===== src/rtl/nco_mode_sequencer_pkg.sv =====
// State encoding for the NCO front-panel sequencer, shared with the display driver
// that decodes state_out.
package nco_ui_pkg;

  typedef enum logic [2:0] {
    S_RESET    = 3'd0,
    S_SIG_SEL  = 3'd1,
    S_SIG_SHOW = 3'd2,
    S_FRQ_SEL  = 3'd3,
    S_FRQ_SHOW = 3'd4,
    S_RUN      = 3'd5
  } ui_state_e;

  function automatic logic is_delay_state(input logic [2:0] s);
    return (s == S_RESET) || (s == S_SIG_SHOW) || (s == S_FRQ_SHOW);
  endfunction

endpackage


===== src/rtl/nco_mode_sequencer_delay_timer.sv =====
// Hold timer for the display/reset states: counts while enabled and pulses done on
// the last cycle of the hold window.
module ui_delay_timer #(
  parameter int DELAY_CYCLES = 10
) (
  input  logic clk_1MHz,
  input  logic rst,
  input  logic en,
  output logic done
);

  localparam int CNT_W = $clog2(DELAY_CYCLES);

  logic [CNT_W-1:0] r_cnt;

  assign done = en && (r_cnt == CNT_W'(DELAY_CYCLES - 1));

  // Clearing on done keeps the count at zero in the following non-delay state.
  always_ff @(posedge clk_1MHz or posedge rst) begin
    if (rst) begin
      r_cnt <= '0;
    end else if (!en || done) begin
      r_cnt <= '0;
    end else begin
      r_cnt <= r_cnt + CNT_W'(1);
    end
  end

endmodule


===== src/rtl/nco_mode_sequencer.sv =====
// Front-panel sequencer: signal select/show, frequency select/show, then run with
// latched indices, a one-shot config-load strobe and re-entry from run.
module nco_mode_sequencer
  import nco_ui_pkg::*;
#(
  parameter int CLK_HZ      = 1_000_000,
  parameter int DISPLAY_SEC = 5,
  parameter int N_SIGNALS   = 4,
  parameter int N_FREQS     = 8
) (
  input  logic                         clk_1MHz,
  input  logic                         rst,
  input  logic                         signal_select,
  input  logic                         freq_select,
  input  logic                         next_btn,
  output logic [2:0]                   state_out,
  output logic [$clog2(N_SIGNALS)-1:0] sig_idx,
  output logic [$clog2(N_FREQS)-1:0]   freq_idx,
  output logic                         cfg_valid,
  output logic                         cfg_load,
  output logic                         delay_active
);

  localparam int DELAY_CYCLES = CLK_HZ * DISPLAY_SEC;
  localparam int SIG_W        = $clog2(N_SIGNALS);
  localparam int FRQ_W        = $clog2(N_FREQS);

  if (DELAY_CYCLES < 2) begin : g_bad_delay
    $error("nco_mode_sequencer: DELAY_CYCLES must be >= 2");
  end

  logic             r_sig_h, r_frq_h, r_nxt_h;
  logic [2:0]       r_state, w_nxt_state;
  logic [SIG_W-1:0] r_sig_idx, w_sig_idx_nxt;
  logic [FRQ_W-1:0] r_frq_idx, w_frq_idx_nxt;
  logic             r_cfg_valid, r_cfg_load, r_delay_active;
  logic             w_sig_rise, w_frq_rise, w_nxt_rise;
  logic             w_delay_en, w_done;

  assign w_sig_rise = signal_select & ~r_sig_h;
  assign w_frq_rise = freq_select & ~r_frq_h;
  assign w_nxt_rise = next_btn & ~r_nxt_h;
  assign w_delay_en = is_delay_state(r_state);

  ui_delay_timer #(.DELAY_CYCLES(DELAY_CYCLES)) u_timer (
    .clk_1MHz (clk_1MHz),
    .rst      (rst),
    .en       (w_delay_en),
    .done     (w_done)
  );

  // A confirm edge takes priority over a simultaneous step edge.
  always_comb begin
    w_nxt_state   = r_state;
    w_sig_idx_nxt = r_sig_idx;
    w_frq_idx_nxt = r_frq_idx;
    case (r_state)
      S_RESET:    if (w_done) w_nxt_state = S_SIG_SEL;
      S_SIG_SEL: begin
        if (w_sig_rise) w_nxt_state = S_SIG_SHOW;
        else if (w_nxt_rise)
          w_sig_idx_nxt = (r_sig_idx == SIG_W'(N_SIGNALS - 1)) ? '0 : r_sig_idx + SIG_W'(1);
      end
      S_SIG_SHOW: if (w_done) w_nxt_state = S_FRQ_SEL;
      S_FRQ_SEL: begin
        if (w_frq_rise) w_nxt_state = S_FRQ_SHOW;
        else if (w_nxt_rise)
          w_frq_idx_nxt = (r_frq_idx == FRQ_W'(N_FREQS - 1)) ? '0 : r_frq_idx + FRQ_W'(1);
      end
      S_FRQ_SHOW: if (w_done) w_nxt_state = S_RUN;
      S_RUN: begin
        if (w_sig_rise)      w_nxt_state = S_SIG_SEL;
        else if (w_frq_rise) w_nxt_state = S_FRQ_SEL;
      end
      default:    w_nxt_state = S_RESET;
    endcase
  end

  // History regs reset high so a button held through reset produces no edge.
  always_ff @(posedge clk_1MHz or posedge rst) begin
    if (rst) begin
      r_state        <= S_RESET;
      r_sig_idx      <= '0;
      r_frq_idx      <= '0;
      r_sig_h        <= 1'b1;
      r_frq_h        <= 1'b1;
      r_nxt_h        <= 1'b1;
      r_cfg_valid    <= 1'b0;
      r_cfg_load     <= 1'b0;
      r_delay_active <= 1'b1;
    end else begin
      r_state        <= w_nxt_state;
      r_sig_idx      <= w_sig_idx_nxt;
      r_frq_idx      <= w_frq_idx_nxt;
      r_sig_h        <= signal_select;
      r_frq_h        <= freq_select;
      r_nxt_h        <= next_btn;
      r_cfg_valid    <= (w_nxt_state == S_RUN);
      r_cfg_load     <= (w_nxt_state == S_RUN) && (r_state != S_RUN);
      r_delay_active <= is_delay_state(w_nxt_state);
    end
  end

  assign state_out    = r_state;
  assign sig_idx      = r_sig_idx;
  assign freq_idx     = r_frq_idx;
  assign cfg_valid    = r_cfg_valid;
  assign cfg_load     = r_cfg_load;
  assign delay_active = r_delay_active;

endmodule


===== config.mk =====
export PLATFORM = sky130hd
export DESIGN_NAME = nco_mode_sequencer
export DESIGN_NICKNAME = d
export VERILOG_FILES = /design/src/rtl/nco_mode_sequencer_pkg.sv /design/src/rtl/nco_mode_sequencer_delay_timer.sv /design/src/rtl/nco_mode_sequencer.sv
export SDC_FILE = /design/constraint.sdc
export NUM_CORES = 1
export LEC_CHECK = 0
export ABC_AREA = 0
export CORE_AREA = 4 4 60 62
export DETAILED_ROUTE_END_ITERATION = 8
export DIE_AREA = 0 0 64 66
export HOLD_SLACK_MARGIN = 0.08
export PLACE_DENSITY = 0.82
export SETUP_SLACK_MARGIN = 0.02
export SYNTH_ARGS = -nofsm -noshare
export SYNTH_HDL_FRONTEND = slang
export SYNTH_SLANG_ARGS = --single-unit

===== constraint.sdc =====
create_clock -name clk_1MHz -period 3.5 [get_ports clk_1MHz]
set_input_delay 0.7 -clock clk_1MHz [delete_from_list [all_inputs] [get_ports clk_1MHz]]
set_output_delay 0.7 -clock clk_1MHz [all_outputs]
set_load 0.1 [all_outputs]

# Word level (Yosys, flattened, before mapping)
# Index checks and enable logic that the tools add are counted.
[word_totals] register_bits=37 inputBits=5 output_inout_bits=11 elab_cells=56
[classes] n_addsub=3 eq_ne=12 n_mux=11 bitwise=8 reduce_logical=12
[op_table] cell="2-to-1 mux 3 bit" n=8
[op_table] cell="adder 23 x 1 -> 23 bit (second input constant)" n=1
[op_table] cell="equality test 23 bit (second input constant)" n=1
[op_table] cell="2-to-1 mux 23 bit" n=1
[op_table] cell="case mux 3 bit (6 select lines)" n=1
[op_table] cell="equality test 3 bit (second input constant)" n=5
[op_table] cell="equality test 3 x 2 -> 1 bit (second input constant)" n=3
[op_table] cell="zero test 3 bit" n=2
[op_table] cell="AND reduction 3 bit" n=2
[op_table] cell="logical OR 1 bit" n=5
[op_table] cell="NOT 1 bit" n=5
[op_table] cell="adder 3 x 1 -> 3 bit (second input constant)" n=1
[op_table] cell="AND 1 bit" n=3
[op_table] cell="equality test 3 x 1 -> 1 bit (second input constant)" n=1
[op_table] cell="!= test 3 bit (second input constant)" n=1
[op_table] cell="adder 2 x 1 -> 2 bit (second input constant)" n=1
[op_table] cell="equality test 2 bit (second input constant)" n=1
[op_table] cell="logical AND 1 bit" n=2
[op_table] cell="2-to-1 mux 2 bit" n=1
[op_table] cell="zero test 1 bit" n=1

# Longest topological paths before layout
[depth] word_depth=9 mapped_depth=7 ltp_nobuf=5

# Cells and area by module
# Synthesis repeated with hierarchy kept, for this count alone.
[unflattened] hier_cells=173 area_unflattened_um2=1798.0
[modules_own_cells] mod="ui_delay_timer" instances=1 cells_per_inst=124 area_per_inst_um2=1172.4 seq_area_each_um2=575.6
[modules_own_cells] mod="nco_mode_sequencer" instances=1 cells_per_inst=49 area_per_inst_um2=625.6 seq_area_each_um2=355.3

# Worst setup path after synthesis
# No wires, ideal clock.
[synth_path] path_kind="reg2reg" start="register r_state[1] (netlist: state_out[1])" end="register r_frq_idx[2] (netlist: freq_idx[2])" setup_ps=126 t_arrival_ps=1919 required_time_ps=3374 slack_ps=1455 stages_incl_launch_ff=4 path_buffers=0 period_less_slack_ps=2045 path_cell_list="dfrtp_1 inv_1 or3_1 mux2_2"
[synth_via] elab_chain_cells=2
[synth_lines] element="from (decl)" line="nco_mode_sequencer.sv:33" text="logic [2:0] r_state, w_nxt_state;"
[synth_lines] element="from (signal assigned)" line="nco_mode_sequencer.sv:92" text="r_state <= w_nxt_state;"
[synth_lines] element="equality test 3 x 2 -> 1 bit" line="nco_mode_sequencer.sv:57" text="case (r_state)"
[synth_lines] element="AND reduction 3 bit (no line)"
[synth_lines] element="to (signal assigned)" line="nco_mode_sequencer.sv:94" text="r_frq_idx <= w_frq_idx_nxt;"
[synth_lines] element="to (decl)" line="nco_mode_sequencer.sv:35" text="logic [FRQ_W-1:0] r_frq_idx, w_frq_idx_nxt;"
# Every way passes these cells.
# A chain may end at the register's enable or synchronous reset.

# Worst setup path in the final report
[layout_path] start="register r_state[1] (netlist: state_out[1])" end="output state_out[1]"
[layout_lines] element="to (decl)" line="nco_mode_sequencer.sv:16" text="output logic [2:0] state_out,"
# No word-level cell between the ends.

==> flow_metrics.py <==
metrics = {
    "synth": {
        "synth_edf_count": 0,
        "synth-warning-count": 0,
        "ys.flop_type": "dfrtp_1",
        "syn_inst": 175,
        "synth-seq-cells": 37,
        "syn_area_um2": 1830,
        "synth_fp_nets": 184,
        "synth-seq-area-share_pct": 50.9,
        "synthArstFlopShare_pct": 100,
        "syn_avg_cell_area_um2": 10.5,
        "synth_cell_types": 40,
    },
    "sta": {
        "rsz0062_at_grt": "false",
        "fmax_mhz": 384,
        "hold_viol": 0,
        "finClkSkew_ns": 0.00621,
        "tns_ns": 0,
        "layout_setup_ws_ns": 0.893,
        "finalSetupViolCount": 0,
        "worstMarginPinSlew_ns": 0.980,
        "fin_crit_sh_pct": 74.5,
        "slew_headroom_pct": 34.5,
        "period_minus_slack_ns": 2.61,
        "slew_viol_final": 0,
    },
    "setup_path": {
        "worstSetupStartpoint": "state_out[1]$_DFF_PP0_",
        "path_buf_inv": 1,
        "cp_slowest_stage_delay_ns": 1.16,
        "arrival_ns": 1.91,
        "cp_slowest_cell": "clkdlybuf4s50_1",
        "cp-end-kind": "primary output",
        "worstPathMaxFanout": 5,
        "r2r_start": "u_timer.r_cnt[0]$_DFF_PP0_",
        "start_kind": "flip-flop",
        "critical_path.top_delay_family": "buffers and inverters",
        "path_cells": "clkdlybuf4s50_1",
        "crit_required_ns": 2.80,
        "path_class": "reg2out",
    },
    "detailed_routing": {
        "drt_first_pass_iters": 5,
        "drc_errors": 0,
        "drtAntennaViolNets": 0,
        "drt_iter0_drc": 99,
        "avgViaCountPerCell": 5.67,
        "vias": 1350,
        "post_drt_wl_per_cell_um": 13.6,
        "wl_mm": 3.24,
    },
    "clocking": {
        "clock_latency_ns": 0.34,
        "cts_tree": "done",
        "clock_path_buffers": 2,
        "clk_pin_slew_ns": 0.09,
        "cts-resized-gates": 0,
        "cts.sinks": 37,
        "hold_buffers": 0,
        "htreeDepth": 2,
        "numCtsBuffers": 5,
        "clockRootBuffer": "clkbuf_4",
        "cts_setup_buffers": 0,
    },
    "floorplan": {
        "die_h_um": 66,
        "initial_utilization_pct": 60.5,
        "core_um2": 3030,
        "die_area_um2": 4220,
        "rows": 20,
        "io_pins": 16,
        "die_w_um": 64,
    },
    "status": {
        "status": "finished clean",
    },
    "place": {
        "dp_slack_ns": 1.26,
        "place_hpwl_mm": 2.29,
        "gp_congestion": 0.798,
        "portBuffers": 15,
        "place_area_um2": 2010,
    },
    "run": {
        "cap_viol_max_count": 0,
    },
    "global_route": {
        "grt_usage_pct": 17.6,
        "grt_max_degree": 38,
        "grt_pass1_wl_mm": 5.62,
        "grt-ovfl-total": 0,
        "grt_pass1_vias": 1313,
        "antenna_found_initial": 0,
    },
    "pwr": {
        "ir_worst_vdd_v": 0.000231,
        "power.leakage_nw": 0.900,
        "power_density_nw_per_um2": 327,
    },
    "finish": {
        "final_common_cell": "dfrtp_1",
        "fillerInstances": 239,
        "area_growth_syn_to_layout_pct": 12.8,
        "multi_input_area_um2": 851,
        "antenna_cells": 0,
        "final_cell_mix": "dfrtp_1 (33), nor2_1 (18), clkdlybuf4s50_1 (12)",
        "final_area_um2": 2060,
        "regArea_um2": 931,
        "fin_nets": 202,
        "drive_gt1_share_pct": 11.9,
        "final_util_pct": 68.2,
    },
    "worst_hold_path": {
        "hp-class": "reg2reg",
        "min_from": "u_timer.r_cnt[0]$_DFF_PP0_",
    },
}
area by class of cell:
class | count | share of cell area, %
clock buffer | 8 | 2.85
inverter | 5 | 0.909
multi-input combinational | 128 | 41.2
sequential | 37 | 45.1
tap | 44 | 2.67
timing repair buffer | 16 | 7.27
Yosys cell counts, types with 2 or more instances:
| cell type | instances | area, um2 |
|---|---|---|
| dfrtp_1 | 33 | 826 |
| nor2_1 | 18 | 67.6 |
| a21oi_1 | 11 | 55.1 |
| o21ai_0 | 11 | 55.1 |
| nand2_1 | 10 | 37.5 |
| nand3_1 | 10 | 50.1 |
| xor2_1 | 9 | 78.8 |
| or3_1 | 8 | 50.1 |
| nand4_1 | 7 | 43.8 |
| and4_1 | 5 | 43.8 |
| inv_1 | 5 | 18.8 |
| dfstp_2 | 4 | 105 |
| ha_1 | 4 | 50.1 |
| mux2_2 | 4 | 45.0 |
| and2_1 | 3 | 18.8 |
| buf_2 | 3 | 15.0 |
| nor3_1 | 3 | 15.0 |
| xnor2_1 | 3 | 26.3 |
| and3_1 | 2 | 12.5 |
| nand2b_1 | 2 | 12.5 |
per-stage QoR:
stage	hold WS (ns)	total power, mW	cells
after floorplan	0.426	0.448	175
after global placement	0.435	0.457	230
after detailed placement	0.456	0.457	230
after CTS	0.470	0.686	238
after global routing	0.500	0.710	238
final	0.462	0.676	238
registers in the layout (all words and copies together), names as in the netlist:
signal / count
cfg_load: 1
cfg_valid: 1
delay_active: 1
freq_idx: 3
r_frq_h: 1
r_nxt_h: 1
r_sig_h: 1
sig_idx: 2
state_out: 3
u_timer.r_cnt: 23
power breakdown:
part,internal [mW],switching [mW]
logic,0.00626,0.0114
registers,0.430,0.000561
clock network,0.0991,0.128
total,0.536,0.140
worst paths after layout:
kind,to,slack (ns),cells past startpoint
min in group asynchronous,cfg_valid$_DFF_PP0_,0.75,3
setup reg to reg,u_timer.r_cnt[9]$_DFF_PP0_,1.33,5
max in group asynchronous,r_nxt_h$_DFF_PP1_,2.41,3
hold / removal,u_timer.r_cnt[0]$_DFF_PP0_,0.46,1
setup / recovery,state_out[1],0.89,1
hold reg to reg,u_timer.r_cnt[0]$_DFF_PP0_,0.46,1
routing by layer:
layer  wire (um)  GRT usage (%)  vias to the layer above  part of all wire [%]
met2        1640           30.2                       31                    51
li1            -              -                      670                     -
met4          53           8.89                        0                   1.6
met1        1370           18.7                      645                    42
met3         167           7.14                        4                   5.2
met5           0              0                        -                     0
kinds of logic (layout without fill, tap and decap cells):
logic type	after synthesis	count (layout)	synth area share [%]
and+or+nand+nor	79	79	25.6
DFF	37	37	50.9
AOI/OAI and AO/OA	29	29	9.98
xor gates and xnor gates	12	12	5.74
buffers and inverters	10	29	2.67
adders and majority gates	4	4	2.73
muxes	4	4	2.46
Power figures use the tool's default switching activity.
